### src/rtl/nv_ram_rwsp_pinit.sv
// Single-port-per-direction RAM with a registered two-stage read path and a
// clear FSM that zeroes every word after reset or on request.
module nv_ram_rwsp_pinit #(
    parameter int WIDTH  = 14,
    parameter int DEPTH  = 16,
    parameter int AW     = 4,
    parameter int BYPASS = 1
) (
    input  logic             clk,
    input  logic             rstn,
    input  logic [AW-1:0]    ra,
    input  logic             re,
    input  logic             ore,
    output logic [WIDTH-1:0] dout,
    output logic             dout_vld,
    input  logic [AW-1:0]    wa,
    input  logic             we,
    input  logic [WIDTH-1:0] di,
    input  logic             clr_req,
    output logic             clr_busy,
    input  logic [31:0]      pwrbus_ram_pd
);

    typedef enum logic {
        CLEAR = 1'b0,
        IDLE  = 1'b1
    } state_t;

    localparam logic [AW:0]   DEPTH_W   = (AW + 1)'(DEPTH);
    localparam logic [AW-1:0] LAST_ADDR = AW'(DEPTH - 1);

    state_t           state;
    state_t           state_nxt;
    logic [AW-1:0]    clr_addr;
    logic [AW-1:0]    ra_d;
    logic             rd_v1;
    logic             in_clear;
    logic             wr_user;
    logic             ra_hit;
    logic [WIDTH-1:0] rd_word;
    logic [WIDTH-1:0] mem [DEPTH];

    // The power-down bus is carried for integration only.
    logic unused_pwrbus;
    assign unused_pwrbus = ^pwrbus_ram_pd;

    // NOTE: all sequential state uses non-blocking assignments so every
    // register samples pre-edge values, which the read-during-write path relies on.
    always_ff @(posedge clk or negedge rstn) begin
        if (!rstn) begin
            state <= CLEAR;
        end else begin
            state <= state_nxt;
        end
    end

    always_comb begin
        state_nxt = state;
        case (state)
            CLEAR:   if (clr_addr == LAST_ADDR) state_nxt = IDLE;
            IDLE:    if (clr_req) state_nxt = CLEAR;
            default: state_nxt = CLEAR;
        endcase
    end

    always_comb begin
        in_clear = (state == CLEAR);
        clr_busy = in_clear;
    end

    always_ff @(posedge clk or negedge rstn) begin
        if (!rstn) begin
            clr_addr <= '0;
        end else if (in_clear) begin
            clr_addr <= (clr_addr == LAST_ADDR) ? '0 : clr_addr + 1'b1;
        end else begin
            clr_addr <= '0;
        end
    end

    assign wr_user = !in_clear && we && ({1'b0, wa} < DEPTH_W);
    assign ra_hit  = ({1'b0, ra_d} < DEPTH_W);

    // NOTE: the array is deliberately left out of reset; the clear FSM zeroes
    // it one word per cycle, which keeps it mappable onto a RAM macro.
    always_ff @(posedge clk) begin
        if (in_clear) begin
            mem[clr_addr] <= '0;
        end else if (wr_user) begin
            mem[wa] <= di;
        end
    end

    always_ff @(posedge clk or negedge rstn) begin
        if (!rstn) begin
            ra_d  <= '0;
            rd_v1 <= 1'b0;
        end else if (in_clear) begin
            rd_v1 <= 1'b0;
        end else begin
            rd_v1 <= re;
            if (re) ra_d <= ra;
        end
    end

    // Same-edge writes are forwarded so a colliding read sees the new word.
    always_comb begin
        rd_word = '0;
        if (ra_hit) begin
            if (BYPASS != 0 && wr_user && wa == ra_d) begin
                rd_word = di;
            end else if (BYPASS != 0 && in_clear && clr_addr == ra_d) begin
                rd_word = '0;
            end else begin
                rd_word = mem[ra_d];
            end
        end
    end

    // A read still pending when a clear starts is reported as invalid.
    always_ff @(posedge clk or negedge rstn) begin
        if (!rstn) begin
            dout     <= '0;
            dout_vld <= 1'b0;
        end else if (ore) begin
            dout     <= rd_word;
            dout_vld <= rd_v1 && !in_clear;
        end
    end

endmodule

### config.mk
export PLATFORM = sky130hd
export DESIGN_NAME = nv_ram_rwsp_pinit
export DESIGN_NICKNAME = d
export VERILOG_FILES = /design/src/rtl/nv_ram_rwsp_pinit.sv
export SDC_FILE = /design/constraint.sdc
export NUM_CORES = 1
export LEC_CHECK = 0
export CORE_ASPECT_RATIO = 0.7
export CORE_MARGIN = 2
export CORE_UTILIZATION = 58
export CTS_CLUSTER_DIAMETER = 80
export DETAILED_ROUTE_END_ITERATION = 16
export PLACE_DENSITY = 0.79
export SLEW_MARGIN = 20
export SYNTH_ARGS = -nofsm -noshare
export SYNTH_HDL_FRONTEND = slang
export SYNTH_SLANG_ARGS = --single-unit
### constraint.sdc
create_clock -name clk -period 2.95 [get_ports clk]
set_input_delay 0.885 -clock clk [delete_from_list [all_inputs] [get_ports clk]]
set_output_delay 0.885 -clock clk [all_outputs]
set_load 0.02 [all_outputs]
==> impl_summary.log <==
INFO  metric wl_per_cell = 25.5 µm
INFO  metric cts_hold_repair.buffers = 0
INFO  metric die_x = 160 µm
INFO  metric worst_pin_slew = 1.14 ns
INFO  metric clock_tree.root_cell = sky130_fd_sc_hd__clkbuf_16
INFO  metric grt_setup_unrepaired = false
INFO  metric clk_path_buf_depth = 3
INFO  metric grt_pass1_vias = 5470
INFO  metric tritoncts.num_buffers = 22
INFO  metric finalWeightedCongestion = 0.876
INFO  metric netlist_instances = 504
INFO  metric clkTransAtPathRegs = 0.07 ns
INFO  metric hold_violations = 0
INFO  metric num_antenna_cells = 0
INFO  metric route.detailed.vias_per_inst = 6.30
INFO  metric initial_utilization = 60.0%
INFO  metric cts_num_sinks = 249
INFO  metric yosysUniqueCellTypes = 35
INFO  metric number_of_endpoints_failing_setup_at_the_final_stage = 0
INFO  metric antenna_found_initial = 1
INFO  metric irDropWorstVdd = 0.645 mV
INFO  metric drtPass1Iterations = 5
INFO  metric globalRoute.totalOverflow = 0
INFO  metric vias = 5282
INFO  metric synth.cell_area = 0.00989 mm²
INFO  metric tritoncts = yes
INFO  metric port-buffer-count = 43
INFO  metric ios = 76
INFO  metric net_count_of_the_mapped_netlist = 565
INFO  metric dieArea = 0.0181 mm²
INFO  metric clock_tree.htree_level_count = 1
INFO  metric final_antenna_net_count = 0
INFO  metric timing_worst_setup_path_type = flop to output port
INFO  metric postCtsResizedCells = 0
INFO  metric cts.repair_timing.setup_buffer_count = 0
INFO  metric core_area = 0.0165 mm²
INFO  metric setup.worst_path.start_class = flop
INFO  metric finalClockSkew = 0.0145 ns
INFO  metric dieHeight = 113 µm
INFO  metric area_growth_from_synthesis_to_layout = 17.3%
INFO  metric drt_iter0_drc = 664
INFO  metric timing.fmax = 354 MHz
INFO  metric pre_cts_slack = -0.0623 ns
INFO  metric timing.critical_path.fanout_max = 14
INFO  metric period_minus_slack = 2.82 ns
INFO  metric worst_r2r_startpoint = ra_d[0]$_DFFE_PN0P_
INFO  metric path_class_of_the_lowest_slack_min_delay_path = flop to flop
INFO  metric synth-seq-cells = 249
INFO  metric postSynthAreaPerCell = 19.6 µm²
INFO  metric maxSlewViolCount = 0
INFO  metric crit_required = 2.07 ns
INFO  metric net_total_in_the_final_layout = 660
INFO  metric drt_wl_total = 21400 µm
INFO  metric global_route.usage.total = 24.9%
INFO  metric run_status = finished, final reports clean
INFO  metric total_power = 11.6 mW
INFO  metric endpoint_kind = output port
INFO  metric finalWorstSetupSlack = 0.128 ns
INFO  metric remaining_drc_errors = 0
INFO  metric fin_crit_sh = 95.7%
INFO  metric crit_path_start = state$_DFF_PN0_
INFO  metric worstPathArrival = 1.94 ns
INFO  metric maxCapViolCount = 0
INFO  metric synth-warning-count = 0
INFO  metric p_leak = 4.02 nW
INFO  metric pwr_density_cell = 997 mW/mm²
INFO  metric max_slew_margin = 23.7%
INFO  metric placement_rows = 39
INFO  metric layout-drive-gt1-share = 24.8%
INFO  metric clock_latency = 0.50 ns
INFO  metric dp_hpwl = 13700 µm
INFO  metric maximum_number_of_pins_on_one_net_before_global_route_repair = 30
INFO  metric setup_tns = 0 ns
INFO  metric global_route_wire_length_before_repair = 33500 µm
INFO  metric synth_seq_area_share = 74.3%
INFO  metric worst_hold_startpoint = rd_v1$_DFF_PN0_
## layout by cell type (no fill, tap or decap), drive strengths merged
cell,instances
a32oi,1
clkbuf,31
and2,2
and3,16
ha,1
nand2b,1
a211oi,3
nand2,16
nor2,24
a221o,14
mux2,3
xnor2,6
inv,8
mux2i,1
nand4,1
dfrtp,25
nor2b,17
clkdlybuf4s50,43
edfxtp,224
or4,1
bufinv,1
clkinv,7
nor3,4
a31oi,5
a311oi,1
mux4,56
nand3,5
buf,58
a22o,2
o21ai,4
nor3b,2
a21oi,5
a22oi,26
## metrics by stage
step | cells | hold WS (ns) | area, µm² | utilization [%]
2_1_floorplan | 504 | 0.455 | 9890 | -
3_3_place_gp | 800 | 0.477 | 10900 | 66.0
3_5_place_dp | 800 | 0.507 | 10900 | 66.0
4_1_cts | 839 | 0.538 | 11600 | 70.4
5_1_grt | 839 | 0.553 | 11600 | 70.4
6_report | 839 | 0.533 | 11600 | 70.4
## layout make-up
class,instances,area (µm²)
fillers,1043,4890
repair buffers,101,903
well taps,225,282
multi-input cells,217,2310
flip-flops and latches,249,7360
clock buffers,31,668
inverters,8,30.0
clock inverters,8,58.8
## worst max-delay path, stage by stage (launching register included)
cell and delay, ns:
sky130_fd_sc_hd__dfrtp_1 0.54, sky130_fd_sc_hd__inv_1 0.25, sky130_fd_sc_hd__clkdlybuf4s50_1 0.64
## registers in the layout, indices dropped and copies added (netlist names)
| register | count |
|---|---|
| clr_addr | 4 |
| dout | 14 |
| dout_vld | 1 |
| mem | 224 |
| ra_d | 4 |
| rd_v1 | 1 |
| state | 1 |
## cells by family after synthesis
family,Yosys count,synth area share [%]
compound gates,61,4.74
xor+xnor,6,0.531
fa+ha+maj,1,0.126
buf+inv,38,2.34
flops,249,74.3
mux,60,13.3
simple gates,89,4.59
## report_power, final
group | total, mW | switching [mW] | internal [mW]
sequential | 5.05 | 0.389 | 4.66
combinational | 3.67 | 1.92 | 1.75
clock | 2.86 | 1.20 | 1.66
total | 11.6 | 3.50 | 8.07
## cell usage after synthesis
master / number / area (µm²)
sky130_fd_sc_hd__a31oi_1: 5 / 31.3
sky130_fd_sc_hd__clkbuf_1: 11 / 41.3
sky130_fd_sc_hd__buf_12: 2 / 40.0
sky130_fd_sc_hd__a22o_1: 2 / 17.5
sky130_fd_sc_hd__and2_4: 1 / 8.76
sky130_fd_sc_hd__or4_1: 1 / 7.51
sky130_fd_sc_hd__o21ai_0: 4 / 20.0
sky130_fd_sc_hd__buf_2: 9 / 45.0
sky130_fd_sc_hd__a221o_1: 14 / 140
sky130_fd_sc_hd__nand2_1: 16 / 60.1
sky130_fd_sc_hd__and2_0: 1 / 6.26
sky130_fd_sc_hd__edfxtp_1: 224 / 6730
sky130_fd_sc_hd__a211oi_1: 3 / 22.5
sky130_fd_sc_hd__a311oi_1: 1 / 8.76
sky130_fd_sc_hd__mux4_2: 56 / 1260
sky130_fd_sc_hd__mux2i_4: 1 / 22.5
sky130_fd_sc_hd__nand3_1: 5 / 25.0
sky130_fd_sc_hd__buf_6: 6 / 67.6
sky130_fd_sc_hd__mux2_2: 3 / 33.8
sky130_fd_sc_hd__dfrtp_1: 25 / 626
sky130_fd_sc_hd__nor2b_1: 16 / 100
sky130_fd_sc_hd__nand4_1: 1 / 6.26
sky130_fd_sc_hd__a22oi_1: 26 / 195
sky130_fd_sc_hd__nor2b_2: 1 / 8.76
sky130_fd_sc_hd__and3_1: 16 / 100
sky130_fd_sc_hd__ha_1: 1 / 12.5
sky130_fd_sc_hd__a21oi_1: 5 / 25.0
sky130_fd_sc_hd__buf_1: 2 / 7.51
sky130_fd_sc_hd__nor3_1: 4 / 20.0
sky130_fd_sc_hd__nor3b_1: 2 / 15.0
sky130_fd_sc_hd__inv_1: 8 / 30.0
sky130_fd_sc_hd__xnor2_1: 6 / 52.6
sky130_fd_sc_hd__a32oi_1: 1 / 8.76
sky130_fd_sc_hd__nor2_1: 24 / 90.1
sky130_fd_sc_hd__nand2b_1: 1 / 6.26
## routing by layer
layer / wire (µm) / global-route usage [%] / vias up
met5: 0 / 0 / -
met4: 481 / 6.55 / 0
met3: 1700 / 4.58 / 34
met2: 10400 / 40.2 / 244
met1: 8830 / 36.0 / 2747
li1: - / - / 2257
## worst paths after layout
check	slack (ns)	end	cells past startpoint
setup reg to reg	0.42	dout[5]$_DFFE_PN0P_	5
max in group asynchronous	1.57	dout[3]$_DFFE_PN0P_	2
hold / removal	0.53	dout_vld$_DFFE_PN0P_	2
setup / recovery	0.13	clr_busy	2
min in group asynchronous	0.78	rd_v1$_DFF_PN0_	1
hold reg to reg	0.53	dout_vld$_DFFE_PN0P_	2
Note: power is estimated with default switching activity, not from simulation.
